==> src/rtl/fakeregfile_128x64_arb.sv <==
`default_nettype none
// +--------------------------------------------------------------------------+
// | Module : fakeregfile_128x64_arb                                          |
// | Two-requester valid/ready arbiter in front of a single-port regfile with |
// | one-cycle read latency; per-requester response slot plus one skid entry. |
// | Option : FAKEREGFILE_ARB_RR_EN = round-robin, otherwise fixed priority.  |
// | Rev    : 1.0  initial release                                            |
// +--------------------------------------------------------------------------+
module fakeregfile_128x64_arb #(
  parameter int BITS       = 64,
  parameter int ADDR_WIDTH = 7
) (
  input  logic                    clk,
  input  logic                    rst,
  input  logic [1:0]              req_valid,
  output logic [1:0]              req_ready,
  input  logic [1:0]              req_we,
  input  logic [2*ADDR_WIDTH-1:0] req_addr,
  input  logic [2*BITS-1:0]       req_wd,
  output logic [1:0]              rsp_valid,
  input  logic [1:0]              rsp_ready,
  output logic [2*BITS-1:0]       rsp_data,
  output logic                    mem_ce,
  output logic                    mem_we,
  output logic [ADDR_WIDTH-1:0]   mem_addr,
  output logic [BITS-1:0]         mem_wd,
  input  logic [BITS-1:0]         mem_rd
);

  logic       r_infl_v;
  logic       r_infl_tag;
  logic [1:0] w_rsp_v;
  logic [1:0] w_skid_v;
  logic [1:0] w_land;
  logic [1:0] w_drain;
  logic [1:0] w_elig;
  logic [1:0] w_gnt;
  logic       w_sel;

  assign w_land  = r_infl_v ? (r_infl_tag ? 2'b10 : 2'b01) : 2'b00;
  assign w_drain = w_rsp_v & rsp_ready;

  // A read may issue while an earlier one is still in flight only if the
  // consumer is draining now; the skid entry absorbs a later stall.
  assign w_elig = {2{~rst}} & req_valid &
                  (req_we | (~w_skid_v & (rsp_ready | (~w_rsp_v & ~w_land))));

`ifdef FAKEREGFILE_ARB_RR_EN
  logic r_ptr;

  always_comb begin
    w_gnt = 2'b00;
    if (w_elig[r_ptr]) begin
      w_gnt[r_ptr] = 1'b1;
    end else if (w_elig[~r_ptr]) begin
      w_gnt[~r_ptr] = 1'b1;
    end
  end

  always_ff @(posedge clk) begin
    if (rst) begin
      r_ptr <= 1'b0;
    end else if (|w_gnt) begin
      r_ptr <= w_gnt[0];
    end
  end
`else
  always_comb begin
    w_gnt = 2'b00;
    if (w_elig[0]) begin
      w_gnt[0] = 1'b1;
    end else if (w_elig[1]) begin
      w_gnt[1] = 1'b1;
    end
  end
`endif

  assign req_ready = w_gnt;
  assign w_sel     = w_gnt[1];
  assign mem_ce    = |w_gnt;
  assign mem_we    = mem_ce & req_we[w_sel];
  assign mem_addr  = ~mem_ce ? '0 :
                     (w_sel ? req_addr[2*ADDR_WIDTH-1:ADDR_WIDTH] : req_addr[ADDR_WIDTH-1:0]);
  assign mem_wd    = ~mem_ce ? '0 :
                     (w_sel ? req_wd[2*BITS-1:BITS] : req_wd[BITS-1:0]);

  always_ff @(posedge clk) begin
    if (rst) begin
      r_infl_v   <= 1'b0;
      r_infl_tag <= 1'b0;
    end else begin
      r_infl_v   <= mem_ce & ~mem_we;
      r_infl_tag <= w_sel;
    end
  end

  generate
    for (genvar gi = 0; gi < 2; gi++) begin : g_slot
      logic            r_v;
      logic            r_sv;
      logic [BITS-1:0] r_d;
      logic [BITS-1:0] r_sd;

      always_ff @(posedge clk) begin
        if (rst) begin
          r_v  <= 1'b0;
          r_sv <= 1'b0;
        end else if (r_sv) begin
          if (w_drain[gi]) r_sv <= 1'b0;
        end else if (w_land[gi]) begin
          if (r_v && !w_drain[gi]) r_sv <= 1'b1;
          else                     r_v  <= 1'b1;
        end else if (w_drain[gi]) begin
          r_v <= 1'b0;
        end
      end

      always_ff @(posedge clk) begin
        if (r_sv) begin
          if (w_drain[gi]) r_d <= r_sd;
        end else if (w_land[gi]) begin
          if (r_v && !w_drain[gi]) r_sd <= mem_rd;
          else                     r_d  <= mem_rd;
        end
      end

      assign w_rsp_v[gi]                 = r_v;
      assign w_skid_v[gi]                = r_sv;
      assign rsp_data[gi*BITS +: BITS]   = r_d;
    end
  endgenerate

  assign rsp_valid = w_rsp_v;

endmodule
`default_nettype wire

==> config.mk <==
export PLATFORM = sky130hd
export DESIGN_NAME = fakeregfile_128x64_arb
export DESIGN_NICKNAME = d
export VERILOG_FILES = /design/src/rtl/fakeregfile_128x64_arb.sv
export SDC_FILE = /design/constraint.sdc
export NUM_CORES = 1
export LEC_CHECK = 0
export ABC_AREA = 1
export BUFFER_PORTS_ARGS = -buffer_cell sky130_fd_sc_hd__buf_2
export CAP_MARGIN = 20
export CORE_MARGIN = 3
export CORE_UTILIZATION = 40
export DETAILED_ROUTE_END_ITERATION = 16
export PLACE_DENSITY = 0.67
export RECOVER_POWER = 50
export SLEW_MARGIN = 40
export SYNTH_ARGS = -nofsm -noshare
export SYNTH_HDL_FRONTEND = slang
export SYNTH_SLANG_ARGS = --single-unit
==> constraint.sdc <==
create_clock -name clk -period 8 [get_ports clk]
set_input_delay 1.6 -clock clk [delete_from_list [all_inputs] [get_ports clk]]
set_output_delay 1.6 -clock clk [all_outputs]
set_load 0.1 [all_outputs]
==> run summary, run 1 <==
After technology mapping, the gate count stands at 899. For this design, the slowest cell found on the critical path is sky130_fd_sc_hd__clkbuf_1. Wire segments on met2 add up to 16300 um in the final route.

The library cell with the largest summed area after synthesis is sky130_fd_sc_hd__edfxtp_1. In the final routed layout, each cell accounts on average for 18.7 um. Cells with a size suffix above 1 make up 30.0% of the layout. The highest layer touched by signal routing is met4.

The run gives 48.7% as the power share of the sequential group. The worst setup path is captured at a flip-flop. The sum of internal, switching and leakage power came out at 3.20 mW.

The reg-to-reg setup timing slack is 2540 ps. The number of buffers and inverters on the critical path is 3. STA classifies the critical path startpoint as a flip-flop. The worst endpoint data arrival time is 5480 ps. The maximum buffer depth of the clock tree was 3. The logs give 1 for the H-tree depth reported by CTS and 0.919 for the global placement routability congestion. The detailed-routing wirelength on met1 was 11200 um; the cell area after placement was 12800 um^2.

Counting instances in the post-synthesis netlist gives the leading cell types as sky130_fd_sc_hd__nand2_1 (355), sky130_fd_sc_hd__edfxtp_1 (256), sky130_fd_sc_hd__o21ai_0 (130), sky130_fd_sc_hd__inv_1 (79), sky130_fd_sc_hd__clkbuf_1 (18). In the routed design, unresolved DRC markers number 0. The final critical-path share of the clock period was 68.2%. The worst hold path belongs to the class reg -> reg.

The clock network fraction of total power was 32.5%; the area taken by multi-input logic gates was 2120 um^2. The critical path is of the reg -> reg type. The global router's overall resource usage is 20.7%, and the source-to-sink clock delay at the later pin of the worst-skew pair is 510 ps.

After floorplanning, the core was divided into 58 placement rows. The beginning of the worst hold path is g_slot[0].r_sd[55]. The number of buffers added on ports is 418. The tools report the synthesized net count as 1113.

Dominant synthesized flop cell: sky130_fd_sc_hd__edfxtp_1. The number of warning messages in the yosys log came out at 0. The finished layout cell area is 13400 um^2. The die covers 28200 um^2. The run gives 0 as the count of hold-fix buffers inserted at cts. For hold timing, the worst endpoint is g_slot[0].r_d[55].

For this design the ratio of total power to cell area is 238 nW/um^2. For the pin with the worst max-slew slack, the measured transition is 4070 ps. VDD sags by at most 0.000151 V. After detailed routing, the total wire length is 30900 um. The count of pins over their slew limit came out at 363. Counting flops and latches in the post-synthesis netlist gives 262. The worst register-to-register path begins at g_slot[0].r_sv.

The met3 wirelength from detailed routing is 2290 um. Traced cell by cell, the critical path runs through inv_1 > o21ai_0 > nand2_1 > clkinv_1 > clkbuf_1. Wire length of the first global-routing pass: 44900 um. The floorplan step set the die height to 168 um. Yosys mapped the design onto 20 distinct sky130hd cell types.

Along the worst path, the maximum fanout reaches 64. The run finished, with violations left. Yosys instantiated no cell more often than sky130_fd_sc_hd__nand2_1. Entering global routing, the biggest net connects 100 pins. The HPWL after detailed placement was 22600 um; the proportion of synthesized chip area in sequential cells was 74.4%.

The run gives 1519 as the final layout net count. The delay of the slowest cell on the worst path is 2760 ps. Measured against its own limit, the worst slew margin works out to -171%. The switching portion of total power is 31.0%, and the die width is 168 um.

Prior to clock tree synthesis, the placed netlist has a worst setup slack of 2920 ps. Setup repair after global routing left no endpoint under its margin. After filler insertion, the fill cell instance count of the layout stands at 2283. Measured in cells, the most critical reg-to-reg path has a length of 5. The run gives 0 as the setup-violating endpoint count in the final report. The total area of sequential cells was 7810 um^2. The number of setup buffers added after CTS was 0; the fraction of synthesis flops using an asynchronous set or reset pin was 0%. Maximum clock skew at final layout: 11.0 ps. CTS placed an instance of sky130_fd_sc_hd__clkbuf_16 at the clock tree root.

Cell type group with the largest total delay on the critical path: buffers and inverters. After clock tree synthesis, the clock-pin slew on the worst setup and hold paths is 60 ps. The tools report the number of optimization iterations in the first detailed-route pass as 5. STA puts the critical path data required time at 8030 ps. The worst hold path was traced through 2 stages. The region available for standard cell placement spans 25500 um^2.

The combinational cell fraction of total power is 18.8%, and the count of max-cap constraint violations is 5. The final reports fail on capacitance limit, slew limit. The logs give 5.60 nW for the leakage power summed over all cells and 2.21 mW for the design internal power.

DRC marker count from the first detailed-route iteration: 597. TritonCTS built the clock tree. Once detail routing completed, the nets flagged for antenna violations numbered 0. Dividing the synthesized area by the synthesized cell count gives 11.7 um^2. The signed area change from the synthesized netlist to the final layout is 28.0%, and the maximum clock frequency is 0.183 GHz. The tools report the clock buffer count from CTS as 25. Via count of the first global-routing pass: 7697. Sorting the synthesized cells by area gives the leading types as sky130_fd_sc_hd__edfxtp_1 (73%), sky130_fd_sc_hd__nand2_1 (13%), sky130_fd_sc_hd__o21ai_0 (6.2%). The overall via count from detail_route came out at 8004. The tools report the capture point of the worst reg-to-reg path as g_slot[0].r_d[15]. The proportion of netlist area held by the largest area contributor is 73.3%.

Counting flops with a built-in enable in the synthesized netlist gives 256. The post-cts resize count was 0; the average via count per standard cell was 4.84. For the number of antenna violations at the first check in global routing, the log shows 4.

The final worst-path setup slack came out at 2540 ps. The net switching component of the power was 0.992 mW. The worst-case hold slack came out at 522 ps.

Once the floorplan was initialized, standard cells occupied 41.2% of the core. The run gives 0 ps as the sum of negative setup slack. For the number of endpoints with negative hold slack in the final report, the log shows 0.

The minimum clock period was 5460 ps; the top-level I/O count was 419. The run gives 10500 um^2 as the post-synthesis cell area. The residual overflow from global routing was 0. For the total number of clock tree sinks, the log shows 262.
-- cells by family after synthesis --
family	synth area share (%)
DFF	74.4
and+or+nand+nor	13.6
buffers and inverters	5.36
AOI/OAI and AO/OA	6.55
-- layout by cell type (no fill, tap or decap) --
master | synthesis | layout
sky130_fd_sc_hd__nor2_2 | 2 | 1
sky130_fd_sc_hd__a21oi_4 | 1 | 2
sky130_fd_sc_hd__nand2_2 | 3 | 1
sky130_fd_sc_hd__or2b_2 | 1 | 1
sky130_fd_sc_hd__buf_6 | 7 | 1
sky130_fd_sc_hd__clkinv_4 | 0 | 2
sky130_fd_sc_hd__buf_4 | 3 | 1
sky130_fd_sc_hd__nand3_1 | 4 | 4
sky130_fd_sc_hd__dfxtp_1 | 6 | 6
sky130_fd_sc_hd__a21oi_1 | 4 | 3
sky130_fd_sc_hd__inv_6 | 1 | 1
sky130_fd_sc_hd__buf_2 | 13 | 353
sky130_fd_sc_hd__diode_2 | 0 | 4
sky130_fd_sc_hd__clkinvlp_4 | 0 | 1
sky130_fd_sc_hd__o21ai_0 | 130 | 130
sky130_fd_sc_hd__clkbuf_16 | 0 | 25
sky130_fd_sc_hd__clkbuf_1 | 18 | 72
sky130_fd_sc_hd__inv_4 | 0 | 1
sky130_fd_sc_hd__nand2_1 | 355 | 357
sky130_fd_sc_hd__nor2_1 | 9 | 10
sky130_fd_sc_hd__clkinv_1 | 0 | 5
sky130_fd_sc_hd__edfxtp_1 | 256 | 256
sky130_fd_sc_hd__inv_1 | 79 | 79
sky130_fd_sc_hd__nor3_1 | 1 | 1
sky130_fd_sc_hd__clkinv_2 | 0 | 6
-- worst max path at each step --
| stage | start | to | slack, ps | cells past startpoint |
|---|---|---|---|---|
| after floorplan | rsp_ready[1] | g_slot[1].r_sd[0] | 1330 | 3 |
| after global placement | rsp_ready[0] | mem_wd[12] | 2590 | 10 |
| after detailed placement | rsp_ready[0] | mem_wd[12] | 2920 | 10 |
| after CTS | rsp_ready[0] | mem_wd[12] | 2910 | 10 |
| after global routing | g_slot[0].r_sv | g_slot[0].r_d[19] | 1970 | 5 |
| final | g_slot[0].r_sv | g_slot[0].r_d[15] | 2540 | 5 |
-- routing by layer --
metal	vias up	GRT usage [%]
met5	-	0
met4	0	6.90
met1	3772	23.8
met3	54	4.09
met2	358	38.4
li1	3820	-
-- worst min-delay path: cells and delay by family, from the launching register on --
family	cells	cell delay (ps)
flops	1	320
compound gates	1	60
simple gates	1	40
-- power by group through the flow --
stage | combinational [mW] | clock (mW) | sequential, mW
2_1_floorplan | 0.293 | 0 | 1.76
4_1_cts | 0.613 | 1.07 | 1.55
3_5_place_dp | 0.612 | 0 | 1.58
3_3_place_gp | 0.607 | 0 | 1.58
5_1_grt | 0.629 | 1.12 | 1.56
6_report | 0.603 | 1.04 | 1.56
-- sequential cells by signal, summed over array words and instances, names as in the netlist --
name,cells
g_slot.r_sv,2
r_infl_v,1
g_slot.r_d,128
r_infl_tag,1
g_slot.r_sd,128
g_slot.r_v,2
-- cell type report --
| class | count | share of cell area, % |
|---|---|---|
| timing repair buffer | 424 | 15.2 |
| sequential | 262 | 58.2 |
| clock inverter | 13 | 0.522 |
| multi-input combinational | 510 | 15.8 |
| antenna | 4 | 0.0746 |
| tap | 330 | 3.08 |
| inverter | 82 | 2.35 |
| clock buffer | 28 | 4.75 |
-- stage by stage --
stage | util (%) | std cells
2_1_floorplan | - | 899
3_3_place_gp | 50.3 | 1608
3_5_place_dp | 50.4 | 1608
4_1_cts | 53.2 | 1649
5_1_grt | 52.7 | 1652
6_report | 52.7 | 1653
Power figures use the tool's default switching activity.
==> run 2: changes to the inputs <==
--- a/config.mk
+++ b/config.mk
@@ -5,13 +5,13 @@
 export SDC_FILE = /design/constraint.sdc
 export NUM_CORES = 1
 export LEC_CHECK = 0
-export ABC_AREA = 1
+export ABC_AREA = 0
 export BUFFER_PORTS_ARGS = -buffer_cell sky130_fd_sc_hd__buf_2
 export CAP_MARGIN = 20
 export CORE_MARGIN = 3
 export CORE_UTILIZATION = 40
 export DETAILED_ROUTE_END_ITERATION = 16
-export PLACE_DENSITY = 0.67
+export PLACE_DENSITY = 0.69
 export RECOVER_POWER = 50
 export SLEW_MARGIN = 40
 export SYNTH_ARGS = -nofsm -noshare
==> constraint.sdc (replaced) <==
create_clock -name clk -period 4.98 [get_ports clk]
set_input_delay 0.996 -clock clk [delete_from_list [all_inputs] [get_ports clk]]
set_output_delay 0.996 -clock clk [all_outputs]
set_load 0.1 [all_outputs]
==> run 2 against run 1 <==
  * The flow still finishes with violations (capacitance limit, slew limit)
  * Flip-flop and latch count did not move
  * Register-to-register slack got worse by 960 ps
  * Sequential share of layout area fell by 2.8 points
  * Clock power rose by 87%
  * Critical path depth rose by 2
  * Die area rose by 4.3%
  * Largest power group unchanged
  * Highest routed layer is now met5
==> run summary, run 2 <==
The flow ran to the end, but the final reports show violations. The checks that failed: capacitance limit, slew limit. The residual DRC count is 0. Gates resized during post-CTS repair numbered 0. For the top-level I/O count, the log shows 419.

The placeable core area was 26500 um^2; the wire length of the first global-routing pass was 43800 um. The number of flops mapped to enable cells by yosys works out to 256. Synthesis produced 627 cells. Yosys attributes the largest share of cell area to sky130_fd_sc_hd__edfxtp_1 (70%), sky130_fd_sc_hd__mux2_2 (13%), sky130_fd_sc_hd__a31o_1 (5.8%). The detailed router placed 7371 vias in this run.

The global router's overall resource usage was 19.4%; the clock-pin slew on the worst setup and hold paths was 60 ps. The global placement routability congestion is 0.842, and the final layout net count is 1251. Counting flops and latches in the post-synthesis netlist gives 262. For this design the static power due to leakage is 5.25 nW. Synthesis produced a netlist with a net count of 841. The mapped netlist covers 11000 um^2.

A synthesized cell averages 17.5 um^2. VDD sags by at most 0.000284 V. The proportion of synthesized chip area in sequential cells was 71.3%.

Summed over all failing endpoints, the final setup total negative slack is 0 ps. Source-to-sink clock delay at the later pin of the worst-skew pair: 520 ps. Among all flip-flop cells after synthesis, the most frequent one is sky130_fd_sc_hd__edfxtp_1. Measured along the y axis, the die boundary spans 171 um.

The run gives 1 as the H-tree depth reported by CTS. The clock arrives with 21.0 ps of skew. The finished layout cell area is 14100 um^2. In this run the cell area measured after placement is 13400 um^2.

The tools report the number of endpoints with negative hold slack in the final report as 0. The clock drives 262 sinks. Entering global routing, the biggest net connects 74 pins. The die is 171 um wide.

The clock period could shrink to 4430 ps. The first detailed-routing pass ran for 5 iterations. The via count of the first global-routing pass was 7079; the count of hold-fix buffers inserted at cts was 0. Clock tree synthesis selected as its root buffer the cell sky130_fd_sc_hd__clkbuf_16. The die covers 29400 um^2. The HPWL after detailed placement is 21300 um.

The count of distinct cell types in the synthesized netlist is 27. For the setup-violating endpoint count in the final report, the log shows 0. In the layout the commonest cells are sky130_fd_sc_hd__buf_2 (354), sky130_fd_sc_hd__edfxtp_1 (256), sky130_fd_sc_hd__mux2_2 (128).

The run gives 154 as the count of pins over their slew limit. Class of the most critical setup path: reg -> out. The library cell with the largest summed area after synthesis was sky130_fd_sc_hd__edfxtp_1. Once the floorplan was initialized, standard cells occupied 41.3% of the core. Number of warning messages in the yosys log: 0. The remaining antenna violation count after routing was 0; the number of buffers added on ports was 418. The fraction of synthesis flops using an asynchronous set or reset pin is 0%, and the proportion of netlist area held by the largest area contributor is 70.2%.

The slew at the pin with the worst max-slew slack was 2130 ps; the floorplan row count was 59. For this design the ratio of total power to cell area is 380 nW/um^2. The final critical-path share of the clock period was 89.0%.

STA puts the critical path data required time at 3980 ps. The logs give 5 for the count of max-cap constraint violations and 0.226 GHz for the maximum clock frequency. The logs give 0 for the number of setup buffers added after CTS and 3440 ps for the worst endpoint data arrival time. Number of antenna violations at the first check in global routing: 7.

TritonCTS built the clock tree. In the final layout, the registers with the most flip-flops are g_slot.r_d (128), g_slot.r_sd (128). Setup repair after global routing left no endpoint under its margin. In the final layout, the share of cells above drive strength 1 is 51.1%.

The category of the worst setup path capture point was a primary output. Using the TritonRoute via totals, the vias-per-cell ratio works out to 5.28. The clock passes through at most 3 buffers. The detailed router finished its first iteration with 688 violations. The element type at the critical path start was a flip-flop. The area growth from synthesis to layout is 28.7%. In this run the tightest slew margin relative to its limit is -42.2%. Wires add up to 30400 um. The residual overflow from global routing came out at 0. The class of the tightest hold or removal check is reg -> reg. Yosys instantiated no cell more often than sky130_fd_sc_hd__edfxtp_1. The wire length per cell works out to 21.8 um. The most common library cell in the layout ignoring fill and taps is sky130_fd_sc_hd__buf_2. The largest fanout on the critical path was 41. By count the netlist is led by sky130_fd_sc_hd__edfxtp_1 (256), sky130_fd_sc_hd__mux2_2 (128), sky130_fd_sc_hd__a31o_1 (72), sky130_fd_sc_hd__nor3b_1 (72), sky130_fd_sc_hd__buf_2 (18). The number of clock buffers added by TritonCTS is 27.
-- run 2: changes by cell type in the layout (fill, tap and decap cells not counted), moves of 4 or more --
cell	previous run	this run
sky130_fd_sc_hd__mux2_2	0	128
sky130_fd_sc_hd__inv_1	79	2
sky130_fd_sc_hd__o21ai_0	130	0
sky130_fd_sc_hd__buf_4	1	5
sky130_fd_sc_hd__nor2b_1	0	5
sky130_fd_sc_hd__a31o_1	0	72
sky130_fd_sc_hd__nand2_1	357	5
sky130_fd_sc_hd__nor3b_1	0	72
-- run 2: cells by family (layout without fill, tap and decap cells) --
| group | count (synthesis) | count (layout) | synth area share, % |
|---|---|---|---|
| other | 0 | 4 | 0 |
| AO/OA/AOI/OAI | 81 | 81 | 6.32 |
| AND/OR/NAND/NOR | 102 | 102 | 6.33 |
| buffers and inverters | 54 | 484 | 2.91 |
| flip-flops | 262 | 262 | 71.3 |
| multiplexers | 128 | 128 | 13.2 |
-- run 2: where the power goes --
part	internal, mW	leakage (nW)	switching, mW
registers	2.47	2.37	0.0110
logic	0.193	2.45	0.745
clock network	1.15	0.427	0.796
-- run 2: area by class of cell --
| cell class | instances | area, um^2 |
|---|---|---|
| Tap cell | 335 | 419 |
| Fill cell | 2232 | 12400 |
| Multi-Input combinational cell | 311 | 2850 |
| Antenna cell | 4 | 10.0 |
| Inverter | 3 | 11.3 |
| Timing Repair Buffer | 432 | 2130 |
| Sequential cell | 262 | 7810 |
| Clock buffer | 29 | 683 |
| Clock inverter | 20 | 185 |
-- run 2: path summary, 6_finish.rpt --
kind                      start                 end  slack, ps  cells past startpoint
max              g_slot[1].r_sv          mem_wd[53]        550                      7
min          g_slot[0].r_sd[63]   g_slot[0].r_d[63]        530                      1
max reg2reg      g_slot[0].r_sv  g_slot[0].r_sd[29]       1580                      3
min reg2reg  g_slot[0].r_sd[63]   g_slot[0].r_d[63]        530                      1
-- run 2: worst max-delay path: stages (launching register included) --
cell                      delay (ps)
sky130_fd_sc_hd__dfxtp_1         540
sky130_fd_sc_hd__buf_12          290
sky130_fd_sc_hd__a211o_1         240
sky130_fd_sc_hd__nand3_1         100
sky130_fd_sc_hd__and2_2          640
sky130_fd_sc_hd__buf_4           430
sky130_fd_sc_hd__a31o_1          220
sky130_fd_sc_hd__buf_2           430
-- run 2: metal layers --
layer / global-route usage (%) / up-vias / routed length [um]
met5: 0 / - / 38
met4: 4.20 / 6 / 697
met3: 8.62 / 70 / 3680
met2: 27.3 / 351 / 13200
met1: 27.8 / 3622 / 12700
li1: - / 3322 / -
-- run 2: metrics by stage --
stage	cells	hold WS (ps)	setup slack, ps	power [mW]	util [%]
3_5_place_dp	1343	531	913	3.47	50.5
4_1_cts	1392	536	743	5.43	53.7
6_report	1396	526	549	5.36	53.2
2_1_floorplan	627	523	759	3.26	-
3_3_place_gp	1339	525	1020	3.46	50.2
5_1_grt	1392	546	367	5.53	53.1
==> run 3: changes to the inputs <==
--- a/config.mk
+++ b/config.mk
@@ -9,9 +9,9 @@
 export BUFFER_PORTS_ARGS = -buffer_cell sky130_fd_sc_hd__buf_2
 export CAP_MARGIN = 20
 export CORE_MARGIN = 3
-export CORE_UTILIZATION = 40
+export CORE_UTILIZATION = 25
 export DETAILED_ROUTE_END_ITERATION = 16
-export PLACE_DENSITY = 0.69
+export PLACE_DENSITY = 0.47
 export RECOVER_POWER = 50
 export SLEW_MARGIN = 40
 export SYNTH_ARGS = -nofsm -noshare
==> run 3 against run 2 <==
  * The run still ends with capacitance limit, slew limit left
  * First-iteration DRC count down 45%
  * Utilization down 19 points
  * Maximum frequency grew 8.3%
  * Sequential power hardly changed
  * Combinational power rose by 4.7%
  * Global-route usage shrank 6.2 points
  * Register-to-register slack better by 170 ps
  * Flip-flop and latch count stayed put
  * Critical path depth fell by 1
  * Wire length up 5.7%
  * Largest power group unchanged
==> run summary, run 3 (synthesis gave the netlist of run 2 again) <==
The flow ran to the end, but the final reports show violations. The checks that failed: capacitance limit, slew limit. The analysis attributes to cell leakage a power of 5.36 nW. For this run, the share of the core covered by cells in the final layout is 34.3%. The die is 215 um tall. The final critical-path share of the clock period was 82.2%. Power spread over the standard cell area amounts to 372 nW/um^2. The run gives 13.2% as the global router's overall resource usage. The die covers 46400 um^2. The class of the tightest hold or removal check is reg -> reg.

In this run the register-to-register setup slack is 1750 ps. For the pin with the worst max-slew slack, the measured transition is 2440 ps. In this run the critical register-to-register path is captured at g_slot[1].r_d[23]. The final layout net count was 1254; the total area of sequential cells was 7820 um^2.

In this run the worst path has a maximum fanout of 40. The maximum clock skew at final layout came out at 11.3 ps. The logs give 0 for the residual DRC count and 1650 for the count of placed standard cells in the final layout, fillers left out. In this run, placement finished with an instance count of 1594. VDD sags by at most 0.000207 V. Setup violations remaining at the end of the flow were counted as 0. After filler insertion, the fill cell instance count of the layout stands at 4370. The run gives 0.838 as the global placement routability congestion. After clock tree synthesis, the clock-pin slew on the worst setup and hold paths is 60 ps.

The clock drives 262 sinks. The wire length per cell was 19.4 um. The floorplan row count came out at 76. The number of antenna violations at the first check in global routing came out at 2. The buffering stage count on the worst path with inverters included came out at 2. The tightest hold path in the finished design has a slack of 543 ps.

At the worst endpoint, the arrival time is 3100 ps. The die width was 215 um. The starting density of the core was 25.4%. Among cell families on the critical path, the largest total delay comes from simple AND/OR/NAND/NOR gates. Clock latency on the worst-skew pair, taken at its later pin, is 560 ps. The category of the worst setup path capture point was a primary output. Depth of the worst register-to-register path: 2.

Hold repair after CTS inserted 0 buffers. From synthesis to final layout, the design area changed by 35.4%. The largest net degree at the start of global routing was 74; the H-tree depth reported by CTS was 1. The run gives 0.244 GHz as the maximum clock frequency. The worst hold path begins at g_slot[1].r_sd[3]. The maximum buffer depth of the clock tree was 3; the number of optimization iterations in the first detailed-route pass was 4. The tools report the number of setup buffers added after CTS as 0.

The detailed router finished its first iteration with 378 violations. Setup repair after global routing left no endpoint under its margin. The element type at the critical path start is a flip-flop. The overall via count from detail_route was 7164. The library cell used most frequently in the layout, excluding fill and tap cells, is sky130_fd_sc_hd__buf_2. Count of pins over their slew limit: 106.

The area taken by multi-input logic gates is 2850 um^2. TritonCTS built the clock tree. The fraction of final layout cells with drive strength greater than 1 is 51.1%, and the residual overflow from global routing is 0. The tools report the destination of the worst hold path as g_slot[1].r_d[3]. The HPWL after detailed placement is 21500 um, and the required time of the critical path is 3980 ps. Measured against its own limit, the worst slew margin works out to -62.6%. In the final layout, the registers with the most flip-flops are g_slot.r_d (128), g_slot.r_sd (128). The sum of negative setup slack is 0 ps, and the average via count per standard cell is 4.34.

The run gives 7386 as the via count of the first global-routing pass. The top-level I/O count was 419; the number of buffers added on ports was 418. In this run, CTS created clock tree buffers numbering 29. Remaining antenna violation count after routing: 0.

The delay of the slowest cell on the worst path works out to 650 ps. Cell count of the worst hold path: 1. The tree is rooted in a sky130_fd_sc_hd__clkbuf_16. The class of the most critical setup path was reg -> out.

Among all stages on the critical path, the largest delay is contributed by sky130_fd_sc_hd__dfxtp_4. Summed over all layers, the routed wires come to 32100 um. Traced cell by cell, the critical path runs through nor2_2 > a211oi_4 > or2_2 > buf_12 > a31o_1 > buf_2. The library cells used most frequently in the layout, excluding fill and tap cells, are sky130_fd_sc_hd__buf_2 (328), sky130_fd_sc_hd__edfxtp_1 (256), sky130_fd_sc_hd__mux2_2 (128).

The startpoint identified for the worst register-to-register timing path is g_slot[1].r_sv. The total area inside the core boundary comes to 43200 um^2. In this run, post-CTS repair resized a total of 0 instances.

The minimum clock period works out to 4090 ps. The number of endpoints with negative hold slack in the final report came out at 0. Max-cap violations in this run came to 3. Wire length of the first global-routing pass: 47500 um.
==> run 3: worst max path at each step <==
stage                         from          endpoint  slack [ps]  depth (start not counted)
finish              g_slot[0].r_sv       mem_addr[2]         890                          6
CTS                 g_slot[0].r_sv        mem_wd[17]         790                          6
global placement      rsp_ready[0]        mem_wd[21]        1000                          7
detailed placement    rsp_ready[0]        mem_wd[17]         970                          7
global route        g_slot[0].r_sv       mem_addr[2]         690                          6
floorplan             rsp_ready[0]  g_slot[0].r_d[0]         760                          2
==> run 3: layer usage <==
| layer | vias to the layer above | track usage (%) | wire, um |
|---|---|---|---|
| met3 | 55 | 4.52 | 2440 |
| met1 | 3571 | 17.0 | 13700 |
| met5 | - | 0 | 13 |
| li1 | 3319 | - | - |
| met4 | 2 | 3.59 | 861 |
| met2 | 217 | 21.3 | 15100 |
==> run 3: worst register-to-register path: stages, from the launching register on <==
cell                       delay, ps
sky130_fd_sc_hd__dfxtp_4         680
sky130_fd_sc_hd__clkbuf_1       1780
sky130_fd_sc_hd__mux2_2          530
==> run 3: layout make-up <==
| cell class | instances | share of cell area, % |
|---|---|---|
| sequential | 262 | 52.7 |
| multi-input combinational | 311 | 19.2 |
| timing repair buffer | 433 | 16.9 |
| clock buffer | 35 | 5.05 |
| tap | 585 | 4.94 |
| clock inverter | 19 | 1.10 |
| inverter | 3 | 0.0759 |
| antenna | 2 | 0.0338 |
==> run 3: through the flow <==
stage,setup WS [ps],total power [mW],cell area [um^2]
floorplan,759,3.26,11000
global placement,1000,3.52,14000
detailed placement,969,3.52,14100
CTS,794,5.62,15000
global route,687,5.73,14800
finish,887,5.51,14800
==> run 3: report_power, final <==
part / total, mW / internal, mW / switching, mW
sequential: 2.48 / 2.47 / 0.0119
clock: 2.05 / 1.18 / 0.875
combinational: 0.982 / 0.239 / 0.744
total: 5.51 / 3.88 / 1.63
